--- src/rtl/mailbox_receive_queue_pkg.sv ---
// xctcmsg_defs: shared mailbox message, request and writeback types.
package xctcmsg_defs;
    localparam int MAILBOX_DEPTH = 4;
    typedef enum logic [1:0] {RECV, PEEK_SENDER, AVAILABLE} mailbox_op_e;
    typedef enum logic {IDLE, RESPOND} mailbox_state_e;
    typedef struct packed {
        logic [3:0]  sender;
        logic [63:0] payload;
    } mailbox_message_t;
    typedef struct packed {
        mailbox_op_e op;
        logic [4:0]  rd;
    } mailbox_request_t;
    typedef struct packed {
        logic [4:0]  rd;
        logic [63:0] value;
    } writeback_arbiter_data_t;
endpackage

--- src/rtl/mailbox_receive_queue_if.sv ---
// mailbox_receive_queue_if: network delivery, decode request and writeback handshakes.
interface mailbox_receive_queue_if;
    import xctcmsg_defs::*;
    logic                    interface_mailbox_valid;
    logic                    mailbox_interface_ready;
    mailbox_message_t        interface_mailbox_data;
    logic                    decode_mailbox_valid;
    logic                    mailbox_decode_ready;
    mailbox_request_t        decode_mailbox_request;
    logic                    mailbox_writeback_arbiter_valid;
    logic                    writeback_arbiter_mailbox_acknowledge;
    writeback_arbiter_data_t mailbox_writeback_arbiter_data;
    modport master (
        output interface_mailbox_valid, interface_mailbox_data, decode_mailbox_valid,
               decode_mailbox_request, writeback_arbiter_mailbox_acknowledge,
        input  mailbox_interface_ready, mailbox_decode_ready,
               mailbox_writeback_arbiter_valid, mailbox_writeback_arbiter_data
    );
    modport slave (
        input  interface_mailbox_valid, interface_mailbox_data, decode_mailbox_valid,
               decode_mailbox_request, writeback_arbiter_mailbox_acknowledge,
        output mailbox_interface_ready, mailbox_decode_ready,
               mailbox_writeback_arbiter_valid, mailbox_writeback_arbiter_data
    );
endinterface

--- src/rtl/mailbox_receive_queue_fifo.sv ---
// mailbox_fifo: message storage with wrapping pointers; push is refused while full.
module mailbox_fifo
    import xctcmsg_defs::*;
#(
    parameter int DEPTH = MAILBOX_DEPTH,
    localparam int CW = $clog2(DEPTH + 1),
    localparam int PW = $clog2(DEPTH)
) (
    input  logic             clk,
    input  logic             rst_n,
    input  logic             push,
    input  mailbox_message_t push_data,
    input  logic             pop,
    output logic             full,
    output logic             empty,
    output logic [CW-1:0]    count,
    output mailbox_message_t head
);
    mailbox_message_t mem [DEPTH];
    logic [PW-1:0] wr_ptr, rd_ptr;
    logic do_push, do_pop;
    assign full    = count == CW'(DEPTH);
    assign empty   = count == '0;
    assign do_push = push && !full;
    assign do_pop  = pop && !empty;
    assign head    = mem[rd_ptr];
    // Storage is deliberately unreset; it is only visible while count is nonzero.
    always_ff @(posedge clk)
        if (do_push) mem[wr_ptr] <= push_data;
    always_ff @(posedge clk or negedge rst_n) begin
        if (!rst_n) begin
            wr_ptr <= '0;
            rd_ptr <= '0;
            count  <= '0;
        end else begin
            wr_ptr <= do_push ? wr_ptr + PW'(1) : wr_ptr;
            rd_ptr <= do_pop ? rd_ptr + PW'(1) : rd_ptr;
            count  <= count + CW'(do_push) - CW'(do_pop);
        end
    end
endmodule

--- src/rtl/mailbox_receive_queue.sv ---
// mailbox_receive_queue: buffers incoming messages and answers RECV/PEEK_SENDER/AVAILABLE
// requests with a single held writeback result.
module mailbox_receive_queue
    import xctcmsg_defs::*;
#(
    parameter int DEPTH = MAILBOX_DEPTH
) (
    input  logic clk,
    input  logic rst_n,
    input  logic flush,
    mailbox_receive_queue_if.slave mbx
);
    localparam int CW = $clog2(DEPTH + 1);
    mailbox_state_e          state_q, state_d;
    mailbox_op_e             op, op_q;
    writeback_arbiter_data_t wb_q;
    mailbox_message_t        head;
    logic [CW-1:0]           count;
    logic [63:0]             value;
    logic full, empty, op_ok, ready, accept, pop;
    mailbox_fifo #(.DEPTH(DEPTH)) u_fifo (
        .clk       (clk),
        .rst_n     (rst_n),
        .push      (mbx.interface_mailbox_valid),
        .push_data (mbx.interface_mailbox_data),
        .pop       (pop),
        .full      (full),
        .empty     (empty),
        .count     (count),
        .head      (head)
    );
    assign mbx.mailbox_interface_ready         = !full;
    assign mbx.mailbox_decode_ready            = ready;
    assign mbx.mailbox_writeback_arbiter_valid = state_q == RESPOND;
    assign mbx.mailbox_writeback_arbiter_data  = wb_q;
    always_comb begin
        op      = mbx.decode_mailbox_request.op;
        op_ok   = op == AVAILABLE ? 1'b1 : (op == RECV || op == PEEK_SENDER) ? !empty : 1'b0;
        ready   = rst_n && state_q == IDLE && !flush && op_ok;
        accept  = mbx.decode_mailbox_valid && ready;
        value   = op == RECV ? head.payload : op == PEEK_SENDER ? 64'(head.sender) : 64'(count);
        // Acknowledge takes priority over flush, so a flushed-but-acked RECV still pops.
        pop     = state_q == RESPOND && mbx.writeback_arbiter_mailbox_acknowledge && op_q == RECV;
        state_d = state_q == IDLE ? (accept ? RESPOND : IDLE)
                : (mbx.writeback_arbiter_mailbox_acknowledge || flush) ? IDLE : RESPOND;
    end
    always_ff @(posedge clk or negedge rst_n) begin
        if (!rst_n) begin
            state_q <= IDLE;
            op_q    <= RECV;
            wb_q    <= '0;
        end else begin
            state_q <= state_d;
            if (accept) begin
                op_q <= op;
                wb_q <= '{rd: mbx.decode_mailbox_request.rd, value: value};
            end
        end
    end
endmodule

--- src/flat_wrapper.sv ---
// flat-port wrapper written by rule: the top's interface ports become plain ports
module mailbox_receive_queue_flat import xctcmsg_defs::*;
#(
    parameter int DEPTH = MAILBOX_DEPTH
)
  (clk, rst_n, flush, mbx_interface_mailbox_valid, mbx_interface_mailbox_data, mbx_decode_mailbox_valid, mbx_decode_mailbox_request, mbx_writeback_arbiter_mailbox_acknowledge, mbx_mailbox_interface_ready, mbx_mailbox_decode_ready, mbx_mailbox_writeback_arbiter_valid, mbx_mailbox_writeback_arbiter_data);
  mailbox_receive_queue_if mbx_i ();
  input  logic clk;
  input  logic rst_n;
  input  logic flush;
  input wire logic [$bits(mbx_i.interface_mailbox_valid)-1:0] mbx_interface_mailbox_valid;
  input wire logic [$bits(mbx_i.interface_mailbox_data)-1:0] mbx_interface_mailbox_data;
  input wire logic [$bits(mbx_i.decode_mailbox_valid)-1:0] mbx_decode_mailbox_valid;
  input wire logic [$bits(mbx_i.decode_mailbox_request)-1:0] mbx_decode_mailbox_request;
  input wire logic [$bits(mbx_i.writeback_arbiter_mailbox_acknowledge)-1:0] mbx_writeback_arbiter_mailbox_acknowledge;
  output wire logic [$bits(mbx_i.mailbox_interface_ready)-1:0] mbx_mailbox_interface_ready;
  output wire logic [$bits(mbx_i.mailbox_decode_ready)-1:0] mbx_mailbox_decode_ready;
  output wire logic [$bits(mbx_i.mailbox_writeback_arbiter_valid)-1:0] mbx_mailbox_writeback_arbiter_valid;
  output wire logic [$bits(mbx_i.mailbox_writeback_arbiter_data)-1:0] mbx_mailbox_writeback_arbiter_data;
  assign mbx_i.interface_mailbox_valid = mbx_interface_mailbox_valid;
  assign mbx_i.interface_mailbox_data = mbx_interface_mailbox_data;
  assign mbx_i.decode_mailbox_valid = mbx_decode_mailbox_valid;
  assign mbx_i.decode_mailbox_request = mbx_decode_mailbox_request;
  assign mbx_i.writeback_arbiter_mailbox_acknowledge = mbx_writeback_arbiter_mailbox_acknowledge;
  assign mbx_mailbox_interface_ready = mbx_i.mailbox_interface_ready;
  assign mbx_mailbox_decode_ready = mbx_i.mailbox_decode_ready;
  assign mbx_mailbox_writeback_arbiter_valid = mbx_i.mailbox_writeback_arbiter_valid;
  assign mbx_mailbox_writeback_arbiter_data = mbx_i.mailbox_writeback_arbiter_data;
  mailbox_receive_queue #(.DEPTH(DEPTH)) u_core (.clk(clk), .rst_n(rst_n), .flush(flush), .mbx(mbx_i));
endmodule
--- config.mk ---
export PLATFORM = sky130hd
export DESIGN_NAME = mailbox_receive_queue_flat
export DESIGN_NICKNAME = d
export VERILOG_FILES = /design/src/rtl/mailbox_receive_queue_pkg.sv /design/src/rtl/mailbox_receive_queue_if.sv /design/src/rtl/mailbox_receive_queue_fifo.sv /design/src/rtl/mailbox_receive_queue.sv /design/src/flat_wrapper.sv
export SDC_FILE = /design/constraint.sdc
export NUM_CORES = 1
export LEC_CHECK = 0
export ABC_AREA = 1
export CORE_AREA = 8 8 212 154
export DETAILED_ROUTE_END_ITERATION = 8
export DIE_AREA = 0 0 220 162
export PLACE_DENSITY = 0.83
export RECOVER_POWER = 50
export SLEW_MARGIN = 20
export SYNTH_ARGS = -nofsm -noshare
export SYNTH_HDL_FRONTEND = slang
export SYNTH_HIERARCHICAL = 1
export SYNTH_SLANG_ARGS = --single-unit
--- constraint.sdc ---
create_clock -name clk -period 4.5 [get_ports clk]
set_clock_uncertainty 0.15 [all_clocks]
set_input_delay 0.675 -clock clk [delete_from_list [all_inputs] [get_ports clk]]
set_output_delay 0.675 -clock clk [all_outputs]
set_load 0.01 [all_outputs]
==> results of run 1 <==
-- worst max-delay path by stage --
stage                                  start                  endpoint  slack [ps]  depth (start not counted)
6_report                               rst_n  mbx_mailbox_decode_ready        1130                          5
2_1_floorplan    mbx_interface_mailbox_valid   u_core/u_fifo/mem[0][0]         190                          2
5_1_grt                                rst_n  mbx_mailbox_decode_ready        1060                          5
3_3_place_gp   mbx_decode_mailbox_request[6]  mbx_mailbox_decode_ready        1240                          6
4_1_cts                                rst_n  mbx_mailbox_decode_ready        1090                          5
3_5_place_dp   mbx_decode_mailbox_request[6]  mbx_mailbox_decode_ready        1230                          6
-- kinds of logic after synthesis --
group | count (synthesis) | share of synthesized area [%]
flip-flops | 351 | 69.0
adder cells (fa/ha/maj) | 7 | 0.647
AO/OA/AOI/OAI | 137 | 4.68
AND/OR/NAND/NOR | 672 | 18.2
buffers and inverters | 225 | 7.53
-- synthesized netlist by cell type --
cell type	count	area, um^2
nand2_1	380	1430
edfxtp_1	272	8170
nor2_1	203	762
inv_1	147	552
o21ai_0	128	641
nand3_1	82	410
dfrtp_1	79	1980
buf_6	29	327
buf_2	24	120
clkbuf_1	18	67.6
o21ai_1	8	40.0
ha_1	6	75.1
buf_4	4	30.0
inv_2	3	11.3
nand2_2	2	12.5
fa_1	1	20.0
nand3_4	1	17.5
nand3b_1	1	7.51
nor2_4	1	11.3
nor2_8	1	20.0
nor3_1	1	5.00
o31ai_1	1	7.51
-- critical path, delay by kind of cell --
kind          cells  cell delay, ps
simple gates      2             390
buf+inv           3            1460
-- registers in the layout, summed over array words and instances, names as in the netlist --
name                                        flops
u_core/u_fifo/wr_ptr                            2
u_core/mbx.mailbox_writeback_arbiter_valid      1
u_core/op_q                                     2
u_core/u_fifo/rd_ptr                            2
u_core/mbx.mailbox_writeback_arbiter_data      69
u_core/u_fifo/count                             3
u_core/u_fifo/mem                             272
-- per-layer routing --
layer / wire length, um / vias to the layer above / track usage, %
li1: - / 4785 / -
met1: 14100 / 4652 / 23.0
met2: 16100 / 287 / 31.0
met3: 2130 / 55 / 4.16
met4: 548 / 10 / 5.38
met5: 61 / - / 0
-- report_power, final --
part / switching (mW) / internal (mW)
combinational: 1.92 / 1.08
sequential: 0.295 / 4.27
clock: 1.17 / 1.75
-- metrics by stage --
stage                     power (mW)  std cells  util [%]
final                           10.5       1940      59.8
after global routing            11.1       1938      59.8
after detailed placement        7.66       1871      55.9
after floorplan                 6.60       1392         -
after global placement          7.55       1871      55.9
after CTS                       10.6       1935      59.9
-- layout make-up --
class,count,share of cell area (%)
inverters,150,3.23
clock buffers,53,6.09
well taps,385,2.75
repair buffers,170,9.67
flip-flops and latches,351,57.9
multi-input cells,816,19.8
diodes,5,0.0714
clock inverters,10,0.564
==> impl_metrics.py, run 1 <==
metrics = {
    "status": {
        "outcome": "finished with violations",
        "violations": "max-capacitance violations, max-slew violations",
    },
    "layout": {
        "final_area_um2": 17500,
        "drive_above_1_share_pct": 5.10,
        "multiInputGateArea_um2": 3460,
        "final_common_cell": "nand2_1",
        "area_growth_pct": 19.2,
        "final_nets": 1612,
        "final_cell_mix": "380 x nand2_1, 272 x edfxtp_1, 202 x nor2_1",
        "regArea_um2": 10100,
        "fill_cells": 2309,
    },
    "routing": {
        "vias_per_cell": 5.05,
        "num_vias": 9789,
        "drc": 0,
        "drt_wl_total_um": 32900,
        "wire_per_inst_um": 17.0,
        "drtIter0Drc": 747,
        "postRouteAntennaNets": 0,
        "firstDrtPassIters": 5,
    },
    "floorplanning": {
        "num_io_pins": 153,
        "rows": 53,
        "chipHeight_um": 162,
        "die_area_um2": 35600,
        "core_area_um2": 29300,
        "chipWidth_um": 220,
        "initial_utilization_pct": 50.2,
    },
    "global_route": {
        "grt_pass1_wl_um": 51200,
        "grt_usage_pct": 18.2,
        "grt.overflow.total": 0,
        "grt_max_degree": 100,
        "antenna_found_initial": 10,
        "first_global_vias": 9529,
    },
    "worst_setup_path": {
        "required_ps": 3670,
        "max_stage_delay_ps": 570,
        "crit_path_end_kind": "output port",
        "worstPathMaxFanout": 23,
        "startpoint_type": "input pin",
        "r2r_cells": 8,
        "slowest_stage": "dlygate4sd3_1",
        "r2r_start": "u_core/u_fifo/rd_ptr[0]",
        "arrival_ps": 2540,
        "path_class": "input pin to output port",
        "r2r_setup_slack_ps": 1310,
        "crit_chain": "dlygate4sd3_1 -> buf_4 -> nand2_1 -> nor2_8 -> clkdlybuf4s50_1",
        "crit-reg2reg-capture": "u_core/mbx.mailbox_writeback_arbiter_data[15]",
    },
    "timing": {
        "hold_violations": 0,
        "maxSlewHeadroom_pct": -17.7,
        "max_freq_mhz": 297,
        "fin_crit_sh_pct": 74.8,
        "setup_tns_ps": 0,
        "setup-violations-final": 0,
        "final.min_clock_period_ps": 3370,
        "slew_viol_final": 109,
        "timing.final.ws_setup_ps": 1130,
        "worst_pin_slew_ps": 1760,
        "whs_ps": 317,
        "rsz0062_at_grt": "false",
    },
    "place": {
        "dp_hpwl_um": 19400,
        "dp_slack_ps": 1230,
        "port_buffers": 152,
        "dpl_cell_area_um2": 16400,
        "gp_congestion": 0.764,
    },
    "clock_network": {
        "postCtsSetupBuffers": 0,
        "postCtsResizedCells": 0,
        "cts_tree": "yes",
        "clock_latency_ps": 520,
        "clock-sinks": 351,
        "tritoncts.num_buffers": 35,
        "hold_buffers": 1,
        "cts_root_buffer": "clkbuf_16",
        "ctsHtreeMaxLevel": 2,
        "clk_pin_slew_ps": 50,
        "cts_buffer_depth": 3,
    },
    "yosys": {
        "syn_area_um2": 14700,
        "syn-num-nets": 1480,
        "syn_inst": 1392,
        "syn_area_per_cell_um2": 10.6,
        "ys_types": 22,
        "ys_ff_latch": 351,
        "ys_seq_area_share_pct": 69.0,
        "yosysWarnings": 6,
    },
    "power_and_ir_drop": {
        "vdd_drop_max_mv": 0.362,
        "power_leakage_nw": 7.46,
        "p_per_area_nw_per_um2": 599,
    },
    "hold_path": {
        "holdPathStages": 2,
        "min_path_type": "flip-flop to flip-flop",
        "holdPathEnd": "u_core/mbx.mailbox_writeback_arbiter_data[66]",
        "hold_path_startpoint": "u_core/mbx.mailbox_writeback_arbiter_data[66]",
    },
    "flow_run": {
        "cap_violations": 3,
    },
}
No activity file was read; power rests on OpenSTA's default activity.
==> run 2, diff against run 1 <==
Clock period 4.5 ns to 2.7 ns, I/O delays scaled along.
==> impl_metrics.py, run 2 (synthesized netlist as in run 1, its figures left out) <==
metrics = {
    "global_route": {
        "grt_max_degree": 79,
        "antenna_found_initial": 10,
        "first_global_vias": 9644,
        "grt_pass1_wl_um": 51400,
        "grt.overflow.total": 0,
        "grt_usage_pct": 18.3,
    },
    "floorplanning": {
        "initial_utilization_pct": 50.2,
        "rows": 53,
        "num_io_pins": 153,
        "chipHeight_um": 162,
        "core_area_um2": 29300,
        "chipWidth_um": 220,
        "die_area_um2": 35600,
    },
    "worst_setup_path": {
        "r2r_cells": 6,
        "startpoint_type": "flip-flop",
        "r2r_setup_slack_ps": 310,
        "required_ps": 2140,
        "worstPathMaxFanout": 5,
        "path_class": "flip-flop to output port",
        "arrival_ps": 1880,
        "crit-reg2reg-capture": "u_core/u_fifo/mem[2][58]",
        "crit_path_end_kind": "output port",
        "r2r_start": "u_core/u_fifo/count[1]",
    },
    "layout": {
        "area_growth_pct": 20.2,
        "final_nets": 1622,
        "final_cell_mix": "380 x nand2_1, 272 x edfxtp_1, 200 x nor2_1",
        "drive_above_1_share_pct": 6.21,
        "largest_register": "u_core/u_fifo/mem",
        "final_common_cell": "nand2_1",
        "largest_reg_flops": 272,
    },
    "power_and_ir_drop": {
        "clock_power_share_pct": 27.2,
        "p_comb_share_pct": 29.5,
        "p_sw_mw": 5.71,
        "p_seq_share_pct": 43.3,
        "vdd_drop_max_mv": 0.701,
        "p_per_area_nw_per_um2": 990,
        "power.internal_mw": 11.8,
        "power_switching_share_pct": 32.6,
        "power_leakage_nw": 7.54,
    },
    "timing": {
        "maxSlewHeadroom_pct": 42.9,
        "fin_crit_sh_pct": 90.2,
        "max_freq_mhz": 411,
        "worst_pin_slew_ps": 856,
        "final.min_clock_period_ps": 2430,
        "whs_ps": 112,
        "rsz0062_at_grt": "false",
        "slew_viol_final": 0,
        "hold_violations": 0,
        "setup-violations-final": 0,
        "setup_tns_ps": 0,
        "timing.final.ws_setup_ps": 265,
    },
    "clock_network": {
        "cts_tree": "yes",
        "cts_root_buffer": "clkbuf_16",
        "tritoncts.num_buffers": 35,
        "clk_pin_slew_ps": 60,
        "clock-sinks": 351,
        "clock_latency_ps": 530,
        "ctsHtreeMaxLevel": 2,
        "cts_buffer_depth": 3,
    },
    "place": {
        "port_buffers": 152,
        "dp_hpwl_um": 20100,
        "dp_slack_ps": -14.6,
        "gp_congestion": 0.785,
    },
    "flow_run": {
        "cap_violations": 0,
    },
    "routing": {
        "postRouteAntennaNets": 0,
        "drtIter0Drc": 825,
        "firstDrtPassIters": 6,
        "drc": 0,
        "vias_per_cell": 5.06,
        "wire_per_inst_um": 17.0,
        "drt_wl_total_um": 33100,
        "num_vias": 9862,
    },
    "hold_path": {
        "min_path_type": "input pin to flip-flop",
        "holdPathEnd": "u_core/mbx.mailbox_writeback_arbiter_data[30]",
        "hold_path_startpoint": "mbx_decode_mailbox_valid",
        "holdPathStages": 3,
    },
    "status": {
        "outcome": "finished, final reports clean",
    },
}
run 2: changes by cell type in the layout (fill, tap and decap cells not counted), sizes merged:
cell	before	now
dlygate4sd2	0	1
clkbuf	55	50
diode	5	3
buf	17	25
inv	150	153
clkinv	7	12
dlygate4sd3	70	69
run 2: how the worst max path moves through the flow:
stage	end	startpoint	slack [ps]
5_1_grt	mbx_mailbox_decode_ready	u_core/u_fifo/count[1]	150
3_5_place_dp	u_core/u_fifo/count[2]	mbx_writeback_arbiter_mailbox_acknowledge	-10
4_1_cts	mbx_mailbox_decode_ready	u_core/u_fifo/count[1]	220
6_report	mbx_mailbox_decode_ready	u_core/u_fifo/count[1]	270
2_1_floorplan	u_core/u_fifo/mem[0][0]	u_core/u_fifo/count[1]	-370
3_3_place_gp	u_core/u_fifo/count[2]	mbx_writeback_arbiter_mailbox_acknowledge	50
run 2: final cells by class:
| class | count | area [um^2] |
|---|---|---|
| clock buffers | 46 | 977 |
| repair buffers | 180 | 1860 |
| well taps | 385 | 482 |
| fillers | 2329 | 11600 |
| diodes | 3 | 7.51 |
| clock inverters | 18 | 159 |
| multi-input cells | 816 | 3480 |
| flip-flops and latches | 351 | 10100 |
| inverters | 150 | 566 |
run 2: layer usage:
metal	wire length, um	up-vias	part of all wire, %	GRT usage, %
met5	43	-	0.13	0
met4	845	8	2.6	5.95
met3	2370	73	7.1	3.94
met2	16200	330	49	30.9
met1	13700	4651	41	23.3
li1	-	4800	-	-
run 2: power groups by stage:
stage / Combinational (mW) / Clock [mW] / Sequential (mW)
global route: 5.80 / 5.08 / 7.69
global placement: 5.08 / 0 / 7.63
floorplan: 3.23 / 0 / 7.74
CTS: 5.28 / 4.88 / 7.58
detailed placement: 5.23 / 0 / 7.68
finish: 5.16 / 4.77 / 7.58
run 2: what timing repair did:
action,in CTS,in global routing
hold buffers,1,0
setup buffers,0,0
endpoints found under the hold margin,24,0
setup endpoints to repair,1,0
resized for setup,1,0
run 2: stage by stage:
| stage | utilization, % | power (mW) | instance area, um^2 | std cells |
|---|---|---|---|---|
| 5_1_grt | 60.3 | 18.6 | 17700 | 1949 |
| 4_1_cts | 60.5 | 17.7 | 17700 | 1946 |
| 3_5_place_dp | 56.6 | 12.9 | 16600 | 1881 |
| 3_3_place_gp | 56.6 | 12.7 | 16600 | 1881 |
| 6_report | 60.3 | 17.5 | 17700 | 1949 |
| 2_1_floorplan | - | 11.0 | 14700 | 1392 |
run 2: worst max-delay path: stages, from the launching register on:
cell and delay, ps:
dfrtp_1 410, nor2_1 140, nand2_1 150, inv_1 110, nand2_2 60, nand2_2 130
nor2_8 50, dlygate4sd2_1 310
